[src/rtl/rom_load_ctrl_if.sv]
`timescale 1ns/1ps
// Download-side bus of rom_load_ctrl: ioctl byte stream in, region write port and status out.
// The master drives the ioctl stream; the slave is the load controller.
interface rom_load_ctrl_if;
    logic        I_IOCTL_DOWNLOAD;
    logic        I_IOCTL_WR;
    logic [7:0]  I_IOCTL_INDEX;
    logic [24:0] I_IOCTL_ADDR;
    logic [7:0]  I_IOCTL_DOUT;
    logic [6:0]  O_WR_EN;
    logic [15:0] O_WR_ADDR;
    logic [31:0] O_WR_DATA;
    logic        O_CORE_RESET;
    logic        O_DONE;
    logic        O_ERR;

    modport master (
        output I_IOCTL_DOWNLOAD, I_IOCTL_WR, I_IOCTL_INDEX, I_IOCTL_ADDR, I_IOCTL_DOUT,
        input  O_WR_EN, O_WR_ADDR, O_WR_DATA, O_CORE_RESET, O_DONE, O_ERR
    );

    modport slave (
        input  I_IOCTL_DOWNLOAD, I_IOCTL_WR, I_IOCTL_INDEX, I_IOCTL_ADDR, I_IOCTL_DOUT,
        output O_WR_EN, O_WR_ADDR, O_WR_DATA, O_CORE_RESET, O_DONE, O_ERR
    );
endinterface

[src/rtl/rom_load_ctrl.sv]
`timescale 1ns/1ps
// rom_load_ctrl: steers an ioctl ROM download into seven region write ports (dword/word/byte
// packed) and holds the arcade core in reset until a complete, consistent image has arrived.
module rom_load_ctrl #(
    parameter logic [7:0]  ROM_INDEX   = 8'd0,
    parameter logic [24:0] IMAGE_BYTES = 25'h076000,
    parameter int          RST_HOLD    = 16
) (
    input  logic           I_CLK_14M,
    input  logic           I_RESET_N,
    rom_load_ctrl_if.slave bus
);

    typedef enum logic [1:0] {
        ST_IDLE = 2'd0,
        ST_LOAD = 2'd1,
        ST_HOLD = 2'd2,
        ST_RUN  = 2'd3
    } state_t;

    localparam logic [15:0] HOLD_LAST = 16'(RST_HOLD - 1);

    // Region index 0..6 in write-enable bit order, 7 when outside every region.
    function automatic logic [2:0] region_of(input logic [24:0] a);
        logic [2:0] r;
        if (a < 25'h040000)      r = 3'd0;
        else if (a < 25'h050000) r = 3'd1;
        else if (a < 25'h060000) r = 3'd2;
        else if (a < 25'h068000) r = 3'd3;
        else if (a < 25'h070000) r = 3'd4;
        else if (a < 25'h074000) r = 3'd5;
        else if (a < 25'h076000) r = 3'd6;
        else                     r = 3'd7;
        return r;
    endfunction

    state_t      r_state;
    logic [24:0] r_cnt;
    logic [23:0] r_pack;
    logic [15:0] r_hold_cnt;
    logic        r_armed;
    logic [6:0]  r_wr_en;
    logic [15:0] r_wr_addr;
    logic [31:0] r_wr_data;
    logic        r_core_reset;
    logic        r_done;
    logic        r_err;

    logic [24:0] w_addr;
    logic [7:0]  w_dout;
    logic [2:0]  w_region;
    logic        w_match;
    logic        w_start;
    logic        w_accept;
    logic        w_in_image;
    logic        w_complete;
    logic [6:0]  w_hot;
    logic [15:0] w_wr_addr;
    logic [31:0] w_wr_data;

    assign w_addr = bus.I_IOCTL_ADDR;
    assign w_dout = bus.I_IOCTL_DOUT;

    assign bus.O_WR_EN      = r_wr_en;
    assign bus.O_WR_ADDR    = r_wr_addr;
    assign bus.O_WR_DATA    = r_wr_data;
    assign bus.O_CORE_RESET = r_core_reset;
    assign bus.O_DONE       = r_done;
    assign bus.O_ERR        = r_err;

    // Byte acceptance qualifiers and per-region strobe/address/data formation.
    always_comb begin
        w_region   = region_of(w_addr);
        w_match    = (bus.I_IOCTL_INDEX == ROM_INDEX);
        // r_armed demands the window was seen closed first, so a window still open
        // after reset does not restart a load.
        w_start    = bus.I_IOCTL_DOWNLOAD && w_match && r_armed && (r_state != ST_LOAD);
        w_accept   = (r_state == ST_LOAD) && bus.I_IOCTL_DOWNLOAD && bus.I_IOCTL_WR && w_match;
        w_in_image = (w_addr < IMAGE_BYTES);
        w_complete = 1'b0;
        w_hot      = 7'd0;
        w_wr_addr  = 16'd0;
        w_wr_data  = 32'd0;
        case (w_region)
            3'd0: begin
                w_complete = (w_addr[1:0] == 2'b11);
                w_hot      = 7'b000_0001;
                w_wr_addr  = w_addr[17:2];
                w_wr_data  = {r_pack, w_dout};
            end
            3'd1: begin
                w_complete = w_addr[0];
                w_hot      = 7'b000_0010;
                w_wr_addr  = {1'b0, w_addr[15:1]};
                w_wr_data  = {16'h0000, r_pack[7:0], w_dout};
            end
            3'd2: begin
                w_complete = w_addr[0];
                w_hot      = 7'b000_0100;
                w_wr_addr  = {1'b0, w_addr[15:1]};
                w_wr_data  = {16'h0000, r_pack[7:0], w_dout};
            end
            3'd3: begin
                w_complete = w_addr[0];
                w_hot      = 7'b000_1000;
                w_wr_addr  = {2'b00, w_addr[14:1]};
                w_wr_data  = {16'h0000, r_pack[7:0], w_dout};
            end
            3'd4: begin
                w_complete = 1'b1;
                w_hot      = 7'b001_0000;
                w_wr_addr  = {1'b0, w_addr[14:0]};
                w_wr_data  = {24'h000000, w_dout};
            end
            3'd5: begin
                w_complete = 1'b1;
                w_hot      = 7'b010_0000;
                w_wr_addr  = {2'b00, w_addr[13:0]};
                w_wr_data  = {24'h000000, w_dout};
            end
            3'd6: begin
                w_complete = 1'b1;
                w_hot      = 7'b100_0000;
                w_wr_addr  = {3'b000, w_addr[12:0]};
                w_wr_data  = {24'h000000, w_dout};
            end
            default: begin
                w_complete = 1'b0;
                w_hot      = 7'd0;
                w_wr_addr  = 16'd0;
                w_wr_data  = 32'd0;
            end
        endcase
    end

    // Load FSM with registered write port, status flags and core reset.
    always_ff @(posedge I_CLK_14M or negedge I_RESET_N) begin
        if (!I_RESET_N) begin
            r_state      <= ST_IDLE;
            r_cnt        <= 25'd0;
            r_pack       <= 24'd0;
            r_hold_cnt   <= 16'd0;
            r_armed      <= 1'b0;
            r_wr_en      <= 7'd0;
            r_wr_addr    <= 16'd0;
            r_wr_data    <= 32'd0;
            r_core_reset <= 1'b1;
            r_done       <= 1'b0;
            r_err        <= 1'b0;
        end else begin
            r_wr_en <= 7'd0;
            if (!bus.I_IOCTL_DOWNLOAD) begin
                r_armed <= 1'b1;
            end else begin
                r_armed <= r_armed;
            end

            if (w_start) begin
                // Entry from IDLE, HOLD or RUN; also wins over HOLD expiry in the same cycle.
                r_state      <= ST_LOAD;
                r_cnt        <= 25'd0;
                r_pack       <= 24'd0;
                r_done       <= 1'b0;
                r_err        <= 1'b0;
                r_armed      <= 1'b0;
                r_core_reset <= 1'b1;
            end else begin
                case (r_state)
                    ST_IDLE: begin
                        r_core_reset <= 1'b1;
                    end
                    ST_LOAD: begin
                        if (!bus.I_IOCTL_DOWNLOAD) begin
                            // Any partially packed word is dropped here; the count check catches it.
                            if (r_cnt == IMAGE_BYTES) begin
                                r_state    <= ST_HOLD;
                                r_done     <= 1'b1;
                                r_hold_cnt <= 16'd0;
                            end else begin
                                r_state <= ST_IDLE;
                                r_err   <= 1'b1;
                            end
                        end else if (w_accept) begin
                            r_cnt <= r_cnt + 25'd1;
                            if (w_addr != r_cnt) begin
                                r_err <= 1'b1;
                            end else begin
                                r_err <= r_err;
                            end
                            if (!w_in_image) begin
                                r_err <= 1'b1;
                            end else begin
                                r_pack <= {r_pack[15:0], w_dout};
                                if (w_complete && (w_hot != 7'd0)) begin
                                    r_wr_en   <= w_hot;
                                    r_wr_addr <= w_wr_addr;
                                    r_wr_data <= w_wr_data;
                                end else begin
                                    r_wr_en <= 7'd0;
                                end
                            end
                        end else begin
                            r_state <= ST_LOAD;
                        end
                    end
                    ST_HOLD: begin
                        if (r_hold_cnt == HOLD_LAST) begin
                            r_state      <= ST_RUN;
                            r_core_reset <= 1'b0;
                        end else begin
                            r_hold_cnt <= r_hold_cnt + 16'd1;
                        end
                    end
                    ST_RUN: begin
                        r_core_reset <= 1'b0;
                    end
                    default: begin
                        r_state      <= ST_IDLE;
                        r_core_reset <= 1'b1;
                    end
                endcase
            end
        end
    end

endmodule

[src/flat_wrapper.sv]
// flat-port wrapper written by rule: the top's interface ports become plain ports
module rom_load_ctrl_flat 
#(
    parameter logic [7:0]  ROM_INDEX   = 8'd0,
    parameter logic [24:0] IMAGE_BYTES = 25'h076000,
    parameter int          RST_HOLD    = 16
)
  (I_CLK_14M, I_RESET_N, bus_I_IOCTL_DOWNLOAD, bus_I_IOCTL_WR, bus_I_IOCTL_INDEX, bus_I_IOCTL_ADDR, bus_I_IOCTL_DOUT, bus_O_WR_EN, bus_O_WR_ADDR, bus_O_WR_DATA, bus_O_CORE_RESET, bus_O_DONE, bus_O_ERR);
  rom_load_ctrl_if bus_i ();
  input  logic I_CLK_14M;
  input  logic I_RESET_N;
  input wire logic [$bits(bus_i.I_IOCTL_DOWNLOAD)-1:0] bus_I_IOCTL_DOWNLOAD;
  input wire logic [$bits(bus_i.I_IOCTL_WR)-1:0] bus_I_IOCTL_WR;
  input wire logic [$bits(bus_i.I_IOCTL_INDEX)-1:0] bus_I_IOCTL_INDEX;
  input wire logic [$bits(bus_i.I_IOCTL_ADDR)-1:0] bus_I_IOCTL_ADDR;
  input wire logic [$bits(bus_i.I_IOCTL_DOUT)-1:0] bus_I_IOCTL_DOUT;
  output wire logic [$bits(bus_i.O_WR_EN)-1:0] bus_O_WR_EN;
  output wire logic [$bits(bus_i.O_WR_ADDR)-1:0] bus_O_WR_ADDR;
  output wire logic [$bits(bus_i.O_WR_DATA)-1:0] bus_O_WR_DATA;
  output wire logic [$bits(bus_i.O_CORE_RESET)-1:0] bus_O_CORE_RESET;
  output wire logic [$bits(bus_i.O_DONE)-1:0] bus_O_DONE;
  output wire logic [$bits(bus_i.O_ERR)-1:0] bus_O_ERR;
  assign bus_i.I_IOCTL_DOWNLOAD = bus_I_IOCTL_DOWNLOAD;
  assign bus_i.I_IOCTL_WR = bus_I_IOCTL_WR;
  assign bus_i.I_IOCTL_INDEX = bus_I_IOCTL_INDEX;
  assign bus_i.I_IOCTL_ADDR = bus_I_IOCTL_ADDR;
  assign bus_i.I_IOCTL_DOUT = bus_I_IOCTL_DOUT;
  assign bus_O_WR_EN = bus_i.O_WR_EN;
  assign bus_O_WR_ADDR = bus_i.O_WR_ADDR;
  assign bus_O_WR_DATA = bus_i.O_WR_DATA;
  assign bus_O_CORE_RESET = bus_i.O_CORE_RESET;
  assign bus_O_DONE = bus_i.O_DONE;
  assign bus_O_ERR = bus_i.O_ERR;
  rom_load_ctrl #(.ROM_INDEX(ROM_INDEX), .IMAGE_BYTES(IMAGE_BYTES), .RST_HOLD(RST_HOLD)) u_core (.I_CLK_14M(I_CLK_14M), .I_RESET_N(I_RESET_N), .bus(bus_i));
endmodule
[config.mk]
export PLATFORM = sky130hd
export DESIGN_NAME = rom_load_ctrl_flat
export DESIGN_NICKNAME = d
export VERILOG_FILES = /design/src/rtl/rom_load_ctrl_if.sv /design/src/rtl/rom_load_ctrl.sv /design/src/flat_wrapper.sv
export SDC_FILE = /design/constraint.sdc
export NUM_CORES = 1
export LEC_CHECK = 0
export CAP_MARGIN = 20
export CELL_PAD_IN_SITES_DETAIL_PLACEMENT = 0
export CELL_PAD_IN_SITES_GLOBAL_PLACEMENT = 1
export CORE_ASPECT_RATIO = 0.7
export CORE_MARGIN = 1
export CORE_UTILIZATION = 38
export DETAILED_ROUTE_END_ITERATION = 7
export GPL_TIMING_DRIVEN = 1
export PLACE_DENSITY = 0.87
export SLEW_MARGIN = 20
export SYNTH_ARGS = -nofsm -noshare
export SYNTH_HDL_FRONTEND = slang
export SYNTH_SLANG_ARGS = --single-unit
[constraint.sdc]
create_clock -name I_CLK_14M -period 2.3 [get_ports I_CLK_14M]
set_clock_uncertainty 0.05 [all_clocks]
set_input_delay 0.69 -clock I_CLK_14M [delete_from_list [all_inputs] [get_ports I_CLK_14M]]
set_output_delay 0.69 -clock I_CLK_14M [all_outputs]
set_load 0.02 [all_outputs]
==> metrics <==
footprint of the multi-input gates 0.003322 mm2; status completed; DR DRC count 0; Max VDD drop 393.0 uV; Crit path buffers/inverters 3; hold buffers post-CTS 0; final design utilization 0.5655; I/O Buffers 102; clk_lat worst skew 0.42 ns; ratio of cells with drive above 1 in the final layout 0.2281; CP max stage cell or4_4; worst slew pin tran 0.5578 ns; Starting Density 0.3908; clock root buffer clkbuf_16; synthesis-to-finish area growth 44.68%; fill cell count 1509; YS warnings 0; main area contributors after synthesis dfrtp_1 (46%), mux2i_1 (7.7%), nand2_1 (5.8%), xnor2_1 (4.3%), inv_1 (3.7%); Max stage delay on crit path 0.47 ns; Detailed Routing Iterations Pass 1 8; Num CTS Buffers 17; Antenna Nets Post-Route 0; Setup CP Type input port to register; vias in the first global route 5881; crit path DAT 2.48 ns; routed via count 6145; final worst slack 0.03942 ns; Mean Syn Cell Area 9.411 um2; CP Capture Type register; iteration-0 DRC count of the detailed router 578; distinct cell type count after synthesis 62; DR vias/cell 5.257; Sink Count 126; Placed Cells incl. Taps 1119; Hold WC Path Type input port to asynchronous set/reset pin; Post-synth EDFFs 0; CP cell instances clkdlybuf4s15_2 -> or4_4 -> a211oi_4 -> o2111ai_4 -> o21bai_4 -> buf_6 -> clkbuf_16 -> mux2i_1; Hold Vio Cnt, Final 0; gpl congestion 0.9319; initial antenna violation count 1; global-route wire length before repair 31880 um; max frequency 442.4 MHz; Post-DP HPWL 14020 um; Max Cap Viol 0; crit-path leading delay family compound AO/OA/AOI/OAI gates; CORE AREA 0.01722 mm2; Total GRT Usage 0.2238; most common flop cell mapped by yosys dfrtp_1; RSZ-0062 raised after global routing no; Min Hold Slack 0.1641 ns; pin count of the biggest net entering global routing 49; WP data required 2.52 ns; P per Cell Area 589.9 mW/mm2; fin. max-slew vios 0; CTS max path bufs 2; H-tree lvl count 4; CP max FO 5; CTS tree yes; CP Launch Type input port; Wirelength per Cell 16.99 um; Syn Inst Count 715; Rows 40; setup violators final 0; Post-Syn Nets 766; max_slew headroom 0.6234; nets 976; Ant. Diodes 0; #FFs+latches synth 126; dpl ws -0.6712 ns; Layout Cells excl Fill 1169; Congestion Overflow GR 0; Routed WL 19860 um; LEAKAGE 4.671 nW; register area 0.003154 mm2; I/O Pins 103; fraction of registers with async set/reset 1.000; sequential element share of the synthesized area 0.4688; post-layout min period 2.261 ns; die width 161.1 um; Synth area leader dfrtp_1; Tcrit/Tclk final 0.9829; area share of the largest cell type after synthesis 0.4649; die height 113.3 um; synthesized area 0.006729 mm2; die area 0.01825 mm2; clock-pin slew on the worst setup and hold paths 0.06 ns
-- what timing repair did --
| action | in CTS | in global routing |
|---|---|---|
| setup endpoints to repair | 96 | 71 |
| gates resized for setup | 48 | 32 |
| setup buffers | 11 | 2 |
| pin swaps | 12 | 7 |
| cloned | 4 | 1 |
-- synth_stat cells, drive strengths merged (2+ instances only) --
| library cell | number |
|---|---|
| a31o | 2 |
| buf | 9 |
| a21oi | 17 |
| nand2b | 4 |
| nor4bb | 2 |
| nand2 | 104 |
| xor2 | 5 |
| o2bb2ai | 6 |
| nor2b | 2 |
| o21ai | 45 |
| nand3 | 23 |
| clkbuf | 35 |
| o211a | 2 |
| inv | 66 |
| ha | 6 |
| dfrtp | 125 |
| nand4b | 3 |
| and4 | 4 |
| a32o | 6 |
| nor2 | 29 |
| nor3 | 15 |
| and2 | 5 |
| or3 | 12 |
| a222oi | 13 |
| mux2 | 4 |
| xnor2 | 33 |
| nand4 | 19 |
| and3 | 8 |
| or2 | 3 |
| nor3b | 3 |
| o211ai | 7 |
| or4 | 2 |
| nor4 | 21 |
| mux2i | 52 |
| o22ai | 2 |
-- cell type report --
type / instances / area share
clock buffers: 18 / 0.04511
clock inverters: 14 / 0.01362
inverters: 66 / 0.02545
multi-input cells: 480 / 0.3412
flip-flops and latches: 126 / 0.3240
well taps: 231 / 0.02969
repair buffers: 234 / 0.2209
-- logic make-up after synthesis --
family	Yosys count	synth area share
XOR/XNOR	38	0.04946
buffers and inverters	110	0.06545
multiplexers	56	0.08516
adder cells (fa/ha/maj)	6	0.01116
AO/OA/AOI/OAI	117	0.1246
flip-flops	126	0.4688
AND/OR/NAND/NOR	262	0.1954
-- final timing paths --
kind	cells past startpoint	slack, ns	from	endpoint
max	8	0.04	bus_I_IOCTL_ADDR[22]	u_core.bus.O_WR_ADDR[1]
min	1	0.16	I_RESET_N	u_core.r_cnt[8]
max reg2reg	8	0.10	u_core.r_cnt[22]	u_core.r_hold_cnt[15]
min reg2reg	2	0.43	u_core.r_pack[16]	u_core.r_pack[16]
max in group asynchronous	2	1.46	I_RESET_N	u_core.bus.O_CORE_RESET
min in group I_CLK_14M	2	0.43	u_core.r_pack[16]	u_core.r_pack[16]
-- sequential cells by signal, indices dropped and copies added (netlist names) --
register                 flops
u_core.bus.O_WR_DATA        32
u_core.bus.O_WR_ADDR        16
u_core.r_cnt                25
u_core.r_hold_cnt           16
u_core.bus.O_DONE            1
u_core.bus.O_ERR             1
u_core.r_armed               1
u_core.r_state               2
u_core.r_pack               24
u_core.bus.O_CORE_RESET      1
u_core.bus.O_WR_EN           7
-- layer usage --
| layer | global-route usage | part of all wire | wire length, um |
|---|---|---|---|
| met1 | 0.3379 | 0.50 | 10010 |
| met2 | 0.3287 | 0.43 | 8548 |
| met3 | 0.04399 | 0.059 | 1164 |
| met4 | 0.04843 | 0.0061 | 121 |
| met5 | 0 | 0.00065 | 13 |
-- stage by stage --
step,setup TNS (ns),total power [mW],instance area [um2]
5_1_grt,0,5.967,9736
3_3_place_gp,-60.95,3.156,8815
2_1_floorplan,-14.05,2.701,6769
3_5_place_dp,-62.59,3.162,8815
4_1_cts,0,5.766,9629
6_report,0,5.743,9736
-- power breakdown --
part           internal (mW)  switching [mW]
logic                  0.409           0.442
clock network           1.53            1.07
registers               2.25          0.0359
total                   4.19            1.55
-- cell usage in the layout (no fill, tap or decap), types with 3 or more instances in the layout --
cell type,instances
clkinvlp_4,3
nor4_4,3
ha_1,5
inv_6,4
mux2i_1,51
nor4_2,4
nand2b_1,4
nor4_1,14
o21ai_0,40
clkbuf_16,18
a21oi_1,15
buf_6,6
clkdlybuf4s50_1,80
a222oi_1,13
nor3b_1,3
or3_1,10
nand3_1,22
and4_1,4
nand4_1,19
inv_1,66
nand4b_1,3
o2bb2ai_1,6
nor3_2,3
clkinv_4,4
xor2_1,5
buf_12,6
xnor2_1,33
o21ai_1,3
a32o_1,6
clkbuf_2,4
nor2_1,28
dfrtp_1,125
o211ai_1,7
and2_1,4
or4_4,3
nand2_1,104
nor3_1,12
and3_1,7
buf_4,117
dlygate4sd2_1,12
Note: power is estimated with default switching activity, not from simulation.
